File: src/rtl/oam_dma_arbiter_pkg.sv
// Shared CPU-side package: bus operation encoding, OAM DMA state encoding
// and the default bus addresses used by the OAM DMA arbiter.
package oam_dma_arbiter_pkg;

  // CPU write address that starts an OAM DMA transfer.
  localparam logic [15:0] DMA_REG_ADDR  = 16'h4014;
  // Destination address for every DMA write (OAM data port).
  localparam logic [15:0] OAM_DATA_ADDR = 16'h2004;

  // Bus operation issued by a bus master in a given cycle.
  typedef enum logic [1:0] {
    OP_NONE  = 2'd0,
    OP_READ  = 2'd1,
    OP_WRITE = 2'd2
  } bus_op_t;

  // OAM DMA sequencer states.
  typedef enum logic [2:0] {
    ST_IDLE  = 3'd0,
    ST_HALT  = 3'd1,
    ST_ALIGN = 3'd2,
    ST_READ  = 3'd3,
    ST_WRITE = 3'd4
  } dma_state_t;

endpackage

File: src/rtl/oam_dma_arbiter.sv
// OAM DMA arbiter: a CPU write of a page number to DMA_REG_ADDR stalls the
// CPU, takes the shared bus and copies 256 bytes from {page, 8'h00..8'hFF}
// to OAM_DATA_ADDR as alternating read/write cycles. An extra ALIGN cycle
// is inserted when the halt lands on an odd cycle of the free-running
// parity bit.
//
// Ports:
//   CLK        system clock, all state updates on posedge
//   RESET      synchronous, active-high reset
//   cpu_addr   CPU bus address for the current cycle
//   cpu_wdata  CPU write data (page number on a trigger write)
//   cpu_we     CPU write strobe
//   mem_rdata  shared-bus read data, valid in the cycle dma_re is high
//   cpu_stall  holds the CPU (RDY low) while a transfer is active
//   dma_grant  bus mux select, 1 = DMA owns the bus
//   dma_addr   DMA bus address
//   dma_wdata  DMA write data
//   dma_re     DMA read strobe
//   dma_we     DMA write strobe
//   dma_busy   high in every state except IDLE
module oam_dma_arbiter #(
  parameter logic [15:0] DMA_REG_ADDR  = oam_dma_arbiter_pkg::DMA_REG_ADDR,
  parameter logic [15:0] OAM_DATA_ADDR = oam_dma_arbiter_pkg::OAM_DATA_ADDR
) (
  input  logic        CLK,
  input  logic        RESET,
  input  logic [15:0] cpu_addr,
  input  logic [7:0]  cpu_wdata,
  input  logic        cpu_we,
  input  logic [7:0]  mem_rdata,
  output logic        cpu_stall,
  output logic        dma_grant,
  output logic [15:0] dma_addr,
  output logic [7:0]  dma_wdata,
  output logic        dma_re,
  output logic        dma_we,
  output logic        dma_busy
);

  import oam_dma_arbiter_pkg::*;

  dma_state_t state_q, state_d;
  logic       parity_q;
  logic [7:0] page_q;
  logic [7:0] index_q;
  logic [7:0] byte_q;
  logic       trigger;
  bus_op_t    op;

  // Only honoured in IDLE; writes elsewhere, or to other addresses, are ignored.
  assign trigger = cpu_we && (cpu_addr == DMA_REG_ADDR);

  // NOTE: every signal assigned in this always_comb gets a default first, so
  // no path through the case leaves it unassigned and no latch is inferred.
  always_comb begin
    state_d = state_q;
    unique case (state_q)
      ST_IDLE:  if (trigger) state_d = ST_HALT;
      ST_HALT:  state_d = parity_q ? ST_ALIGN : ST_READ;
      ST_ALIGN: state_d = ST_READ;
      ST_READ:  state_d = ST_WRITE;
      ST_WRITE: state_d = (index_q == 8'hFF) ? ST_IDLE : ST_READ;
      default:  state_d = ST_IDLE;
    endcase
  end

  always_comb begin
    op        = OP_NONE;
    dma_addr  = 16'h0000;
    dma_wdata = 8'h00;
    unique case (state_q)
      ST_READ: begin
        op       = OP_READ;
        dma_addr = {page_q, index_q};
      end
      ST_WRITE: begin
        op        = OP_WRITE;
        dma_addr  = OAM_DATA_ADDR;
        dma_wdata = byte_q;
      end
      default: ;
    endcase
  end

  assign dma_re    = (op == OP_READ);
  assign dma_we    = (op == OP_WRITE);
  assign dma_busy  = (state_q != ST_IDLE);
  assign cpu_stall = dma_busy;
  assign dma_grant = dma_busy;

  // NOTE: state registers use non-blocking assignments so every register
  // samples the pre-edge values of the others, matching real flip-flops.
  always_ff @(posedge CLK) begin
    if (RESET) begin
      // NOTE: the byte register is reset along with the control state so an
      // aborted transfer never leaves stale data to leak into the next one.
      state_q  <= ST_IDLE;
      parity_q <= 1'b0;
      page_q   <= 8'h00;
      index_q  <= 8'h00;
      byte_q   <= 8'h00;
    end else begin
      state_q  <= state_d;
      parity_q <= ~parity_q;
      if (state_q == ST_IDLE && trigger) begin
        page_q  <= cpu_wdata;
        index_q <= 8'h00;
      end
      if (state_q == ST_READ) byte_q <= mem_rdata;
      if (state_q == ST_WRITE) index_q <= index_q + 8'd1;
    end
  end

endmodule

File: config.mk
export PLATFORM = sky130hd
export DESIGN_NAME = oam_dma_arbiter
export DESIGN_NICKNAME = d
export VERILOG_FILES = /design/src/rtl/oam_dma_arbiter_pkg.sv /design/src/rtl/oam_dma_arbiter.sv
export SDC_FILE = /design/constraint.sdc
export NUM_CORES = 1
export LEC_CHECK = 0
export CORE_MARGIN = 3
export CORE_UTILIZATION = 40
export DETAILED_ROUTE_END_ITERATION = 16
export GPL_TIMING_DRIVEN = 0
export PLACE_DENSITY = 0.78
export SYNTH_ARGS = -nofsm -noshare
export SYNTH_HDL_FRONTEND = slang
export SYNTH_SLANG_ARGS = --single-unit
File: constraint.sdc
create_clock -name CLK -period 5.8 [get_ports CLK]
set_clock_uncertainty 0.15 [all_clocks]
set_input_delay 1.74 -clock CLK [delete_from_list [all_inputs] [get_ports CLK]]
set_output_delay 1.74 -clock CLK [all_outputs]
set_load 0.03 [all_outputs]
==> results of run 1 <==
==> area by class of cell <==
type	count	area share, %
inverters	2	0.360
repair buffers	62	29.8
well taps	44	2.64
plain buffers	11	2.76
clock buffers	4	1.74
multi-input cells	133	35.8
flip-flops and latches	28	26.9
==> cells in the mapped netlist, types with 3 or more instances <==
cell | n | area [um^2]
nand3_1 | 4 | 20.0
clkbuf_1 | 7 | 26.3
o21ai_0 | 3 | 15.0
a21oi_1 | 20 | 100
xor2_1 | 3 | 26.3
nand2b_1 | 3 | 18.8
nor2_1 | 5 | 18.8
dfxtp_1 | 28 | 561
nand2_1 | 44 | 165
and2_1 | 14 | 87.6
and3_1 | 8 | 50.1
nor3_1 | 5 | 25.0
==> registers in the layout, indices dropped and copies added (netlist names) <==
register  cells
byte_q        8
parity_q      1
state_q       3
index_q       8
page_q        8
==> through the flow <==
step	cells	total power [mW]	area [um^2]	hold slack [ns]	utilization (%)
2_1_floorplan	174	0.266	1370	0.237	-
5_1_grt	284	0.424	2080	0.302	66.1
4_1_cts	284	0.410	2080	0.279	66.1
3_3_place_gp	280	0.315	2050	0.255	65.0
3_5_place_dp	280	0.316	2050	0.259	65.0
6_report	284	0.405	2080	0.284	66.1
==> critical path: stages (launching register included) <==
cell             delay, ns
dfxtp_1               0.45
nand2_1               0.06
or2_1                 0.20
clkbuf_1              0.23
inv_2                 0.18
clkbuf_1              0.37
and2_1                0.20
clkdlybuf4s50_1       0.67
==> cells by family (layout without fill, tap and decap cells) <==
group | Yosys count | count (layout)
compound gates | 32 | 32
fa+ha+maj | 1 | 1
flops | 28 | 28
simple gates | 97 | 97
buf+inv | 13 | 79
xor+xnor | 3 | 3
==> layout by cell type, fill, tap and decap left out, types with 3 or more instances in the layout <==
cell type / synthesis / final
xor2_1: 3 / 3
nand2b_1: 3 / 3
dfxtp_1: 28 / 28
clkbuf_1: 7 / 7
nor3_1: 5 / 5
nor2_1: 5 / 5
nand2_1: 44 / 44
clkdlybuf4s50_1: 0 / 62
and3_1: 8 / 8
o21ai_0: 3 / 3
a21oi_1: 20 / 20
clkbuf_4: 0 / 3
nand3_1: 4 / 4
and2_1: 14 / 14
==> metal layers <==
layer  vias to the layer above  GRT usage (%)  wire, um
met4                         0           5.54        43
met3                         4           4.16       298
met2                        52           31.8      1700
met5                         -              0         0
li1                        730              -         -
met1                       615           20.2      1500
==> power by group <==
part / internal [mW] / switching, mW
clock: 0.0384 / 0.0556
sequential: 0.197 / 0.00609
combinational: 0.0555 / 0.0523
total: 0.291 / 0.114
==> final timing paths <==
kind	startpoint	endpoint	cells after the start	slack [ns]
worst min register to register	parity_q	parity_q	1	0.28
worst max-delay path	state_q[0]	dma_addr[9]	7	1.21
worst max register to register	state_q[0]	index_q[1]	5	3.82
worst min-delay path	parity_q	parity_q	1	0.28
==> reports/metrics.cfg, run 1 <==
[outcome]
status=completed

[final_layout]
multiInputGateArea_um2=747
area_delta_synth_final_pct=51.9
fin_nets=277
fillCellCount=297
diodes=0
seqCellArea_um2=561
drive_gt1_share_pct=7.50

[placement]
post-dp-hpwl_mm=2.72
dp_slack_ns=1.56
io_buffers=62
place_congestion=0.755

[detailed_routing]
vias=1401
first_pass_iters=4
vias_per_cell=4.93
ant_nets=0
drt-initial-drc-count=36
wl_per_cell_um=12.5
drcViolationCount=0
wl_mm=3.54

[worst_hold_path]
hold_class=reg2reg

[yosys]
synth_edf_count=0
ys_seq_area_share_pct=40.8
async_flop_share_pct=0
ys_ff_latch=28
synth_compound_area_share_pct=13.5
yosysWarnings=0
synth_top_family_by_area=simple AND/OR/NAND/NOR gates
synthSimpleGateAreaFrac_pct=38.1
syn_area_um2=1370
synthMuxAreaShare_pct=0
synthCells=174
avgSynthCellArea_um2=7.89
synth-xor-area-share_pct=1.91
synth_flop_cell=dfxtp_1
synth_fa_ha_area_share_pct=0.912
yosysUniqueCellTypes=34
syn_nets=210

[setup_path]
end_kind=output pin
critPathMaxFanout=10
cp-start-kind=flip-flop
crit_required_ns=3.91
criticalPathCategory=reg2out
worstPathArrival_ns=2.70

[sta]
setup_tns_ns=0
relSlewSlack_pct=59.1
setup_viol=0
rsz0062_at_grt=no
hold_violations=0
fin_ws_ns=1.21
max_freq_mhz=218
layout_min_cycle_time_ns=4.59
slew_viol_final=0
finalCritPeriodShare_pct=79.1
worst_slew_pin_slew_ns=0.610

[grt]
grt_overflow=0
antenna_found_initial=0
grt_pass1_vias=1324
grt_max_degree=16
grt_usage_pct=17.6
grt_pass1_wl_mm=5.82

[clock_network]
clockBufferDepth=2
clk_pin_slew_worst_paths_ns=0.15
cts_tree=yes
clk_latency_ns=0.33
post-cts-setup-buffers=0
holdBufCountCts=0
htree_levels=1
clockRootBuffer=clkbuf_4
cts_sinks=28
numCtsBuffers=3
cts_resized=0

[die]
io_pins=64
die-area_um2=4170
die_x_um=64.6
dieHeight_um=64.6
core_um2=3150
rows=20
start_util_pct=43.5

[power]
p_leak_nw=0.750
cellPowerDensity_nw_per_um2=194
peakVddDrop_mv=0.147

[run]
cap_violations=0

No activity file was read; power rests on OpenSTA's default activity.
==> run 2, diff against run 1 <==
clock period = 4.3 ns   (was 5.8 ns; I/O delays follow)
==> run 2 against run 1 <==
- cell count unchanged
- routed wire length down 0.14%
- core utilization up 0.079 points
- final area up 0.12%
- worst hold slack worse by 0.00092 ns
- highest routed layer unchanged
==> reports/metrics.cfg, run 2 (synthesis gave the netlist of run 1 again) <==
[detailed_routing]
vias=1408
wl_mm=3.54
first_pass_iters=4
drt-initial-drc-count=37
ant_nets=0
wl_per_cell_um=12.5
vias_per_cell=4.96
drcViolationCount=0

[power]
peakVddDrop_mv=0.196
cellPowerDensity_nw_per_um2=262
p_leak_nw=0.757
p_total_mw=0.546

[sta]
setup_viol=0
hold_violations=0
finalCritPeriodShare_pct=92.3
max_freq_mhz=252
setup_tns_ns=0
relSlewSlack_pct=59.1
layout_min_cycle_time_ns=3.97
slew_viol_final=0
rsz0062_at_grt=no
worst_slew_pin_slew_ns=0.609

[final_layout]
layout_common_cells=62 x clkdlybuf4s50_1, 44 x nand2_1, 28 x dfxtp_1, 20 x a21oi_1, 14 x and2_1
instances_no_fill=284
mostFrequentLayoutCell=clkdlybuf4s50_1
fin_nets=277
drive_gt1_share_pct=8.33
reg.largest.list=byte_q (8), index_q (8), page_q (8)
fillCellCount=297
diodes=0
fin_util_pct=66.2
area_delta_synth_final_pct=52.1

[setup_path]
critPathMaxFanout=10
crit_required_ns=2.86
end_kind=output pin
r2r-start=state_q[0]
critPathLaunch=state_q[0]
rrSetupSlack_ns=2.32
criticalPathCategory=reg2out
reg2reg_depth=5
cp-start-kind=flip-flop
r2r-end=index_q[1]
critPathCapture=dma_addr[9]
worstPathArrival_ns=2.53

[die]
core_um2=3150
die-area_um2=4170
start_util_pct=43.5
dieHeight_um=64.6
io_pins=64
die_x_um=64.6
rows=20

[grt]
grt_pass1_wl_mm=5.82
antenna_found_initial=0
grt_pass1_vias=1324
grt_overflow=0
grt_max_degree=16
grt_usage_pct=17.6

[clock_network]
post-cts-setup-buffers=0
cts_sinks=28
clk_latency_ns=0.33
clockRootBuffer=clkbuf_4
htree_levels=1
clockBufferDepth=2
holdBufCountCts=0
cts_tree=yes
clk_pin_slew_worst_paths_ns=0.15
numCtsBuffers=3

[placement]
io_buffers=62
place_congestion=0.755
post-dp-hpwl_mm=2.72
place_inst=280

[outcome]
status=completed

[run]
cap_violations=0

[worst_hold_path]
hold_class=reg2reg

[run 2: final cells by class]
| type | instances | area (um^2) | share of cell area [%] |
|---|---|---|---|
| repair buffers | 62 | 621 | 29.7 |
| plain buffers | 11 | 60.1 | 2.88 |
| well taps | 44 | 55.1 | 2.64 |
| flip-flops and latches | 28 | 561 | 26.9 |
| clock buffers | 4 | 36.3 | 1.74 |
| inverters | 2 | 7.51 | 0.360 |
| multi-input cells | 133 | 747 | 35.8 |
[run 2: metal layers]
metal  up-vias  global-route usage, %  share of wire, %
met1       626                   20.2                42
met4         0                   5.54               1.2
met3         4                   4.16               7.6
met2        47                   31.8                49
li1        731                      -                 -
met5         -                      0                 0
[run 2: how the worst min path moves through the flow]
| stage | startpoint | slack [ns] | endpoint | cells past startpoint |
|---|---|---|---|---|
| CTS | parity_q | 0.28 | parity_q | 1 |
| global placement | parity_q | 0.26 | parity_q | 1 |
| detailed placement | parity_q | 0.26 | parity_q | 1 |
| finish | parity_q | 0.28 | parity_q | 1 |
| floorplan | parity_q | 0.24 | parity_q | 1 |
| global route | parity_q | 0.30 | parity_q | 1 |
[run 2: critical path, cell delays in order, from the launching register on]
cell and delay (ns):
dfxtp_1 0.45, nand2_1 0.06, or2_1 0.20, clkbuf_1 0.23, inv_2 0.18, clkbuf_2 0.24
and2_1 0.17, clkdlybuf4s50_1 0.67
[run 2: timing repair]
| item | CTS | global route |
|---|---|---|
| endpoints found under the hold margin | 0 | 0 |
| resized for setup | 0 | 4 |
| setup endpoints to repair | 0 | 16 |
[run 2: report_power, final]
group | total (mW) | internal, mW | switching, mW
combinational | 0.146 | 0.0749 | 0.0707
sequential | 0.274 | 0.266 | 0.00820
clock | 0.126 | 0.0518 | 0.0739
[run 2: stage by stage]
stage                     setup WS [ns]  hold WS [ns]  cell area, um^2
after detailed placement          0.511         0.259             2050
after global routing             0.0455         0.304             2090
after CTS                         0.111         0.279             2080
after floorplan                    1.11         0.237             1370
final                             0.329         0.283             2090
after global placement            0.530         0.255             2050
==> run 3, diff against run 2 <==
SLEW_MARGIN = 5   (was not set)
==> results of run 3 <==
The final DEF is identical to that of run 2; final timing and power are the same.
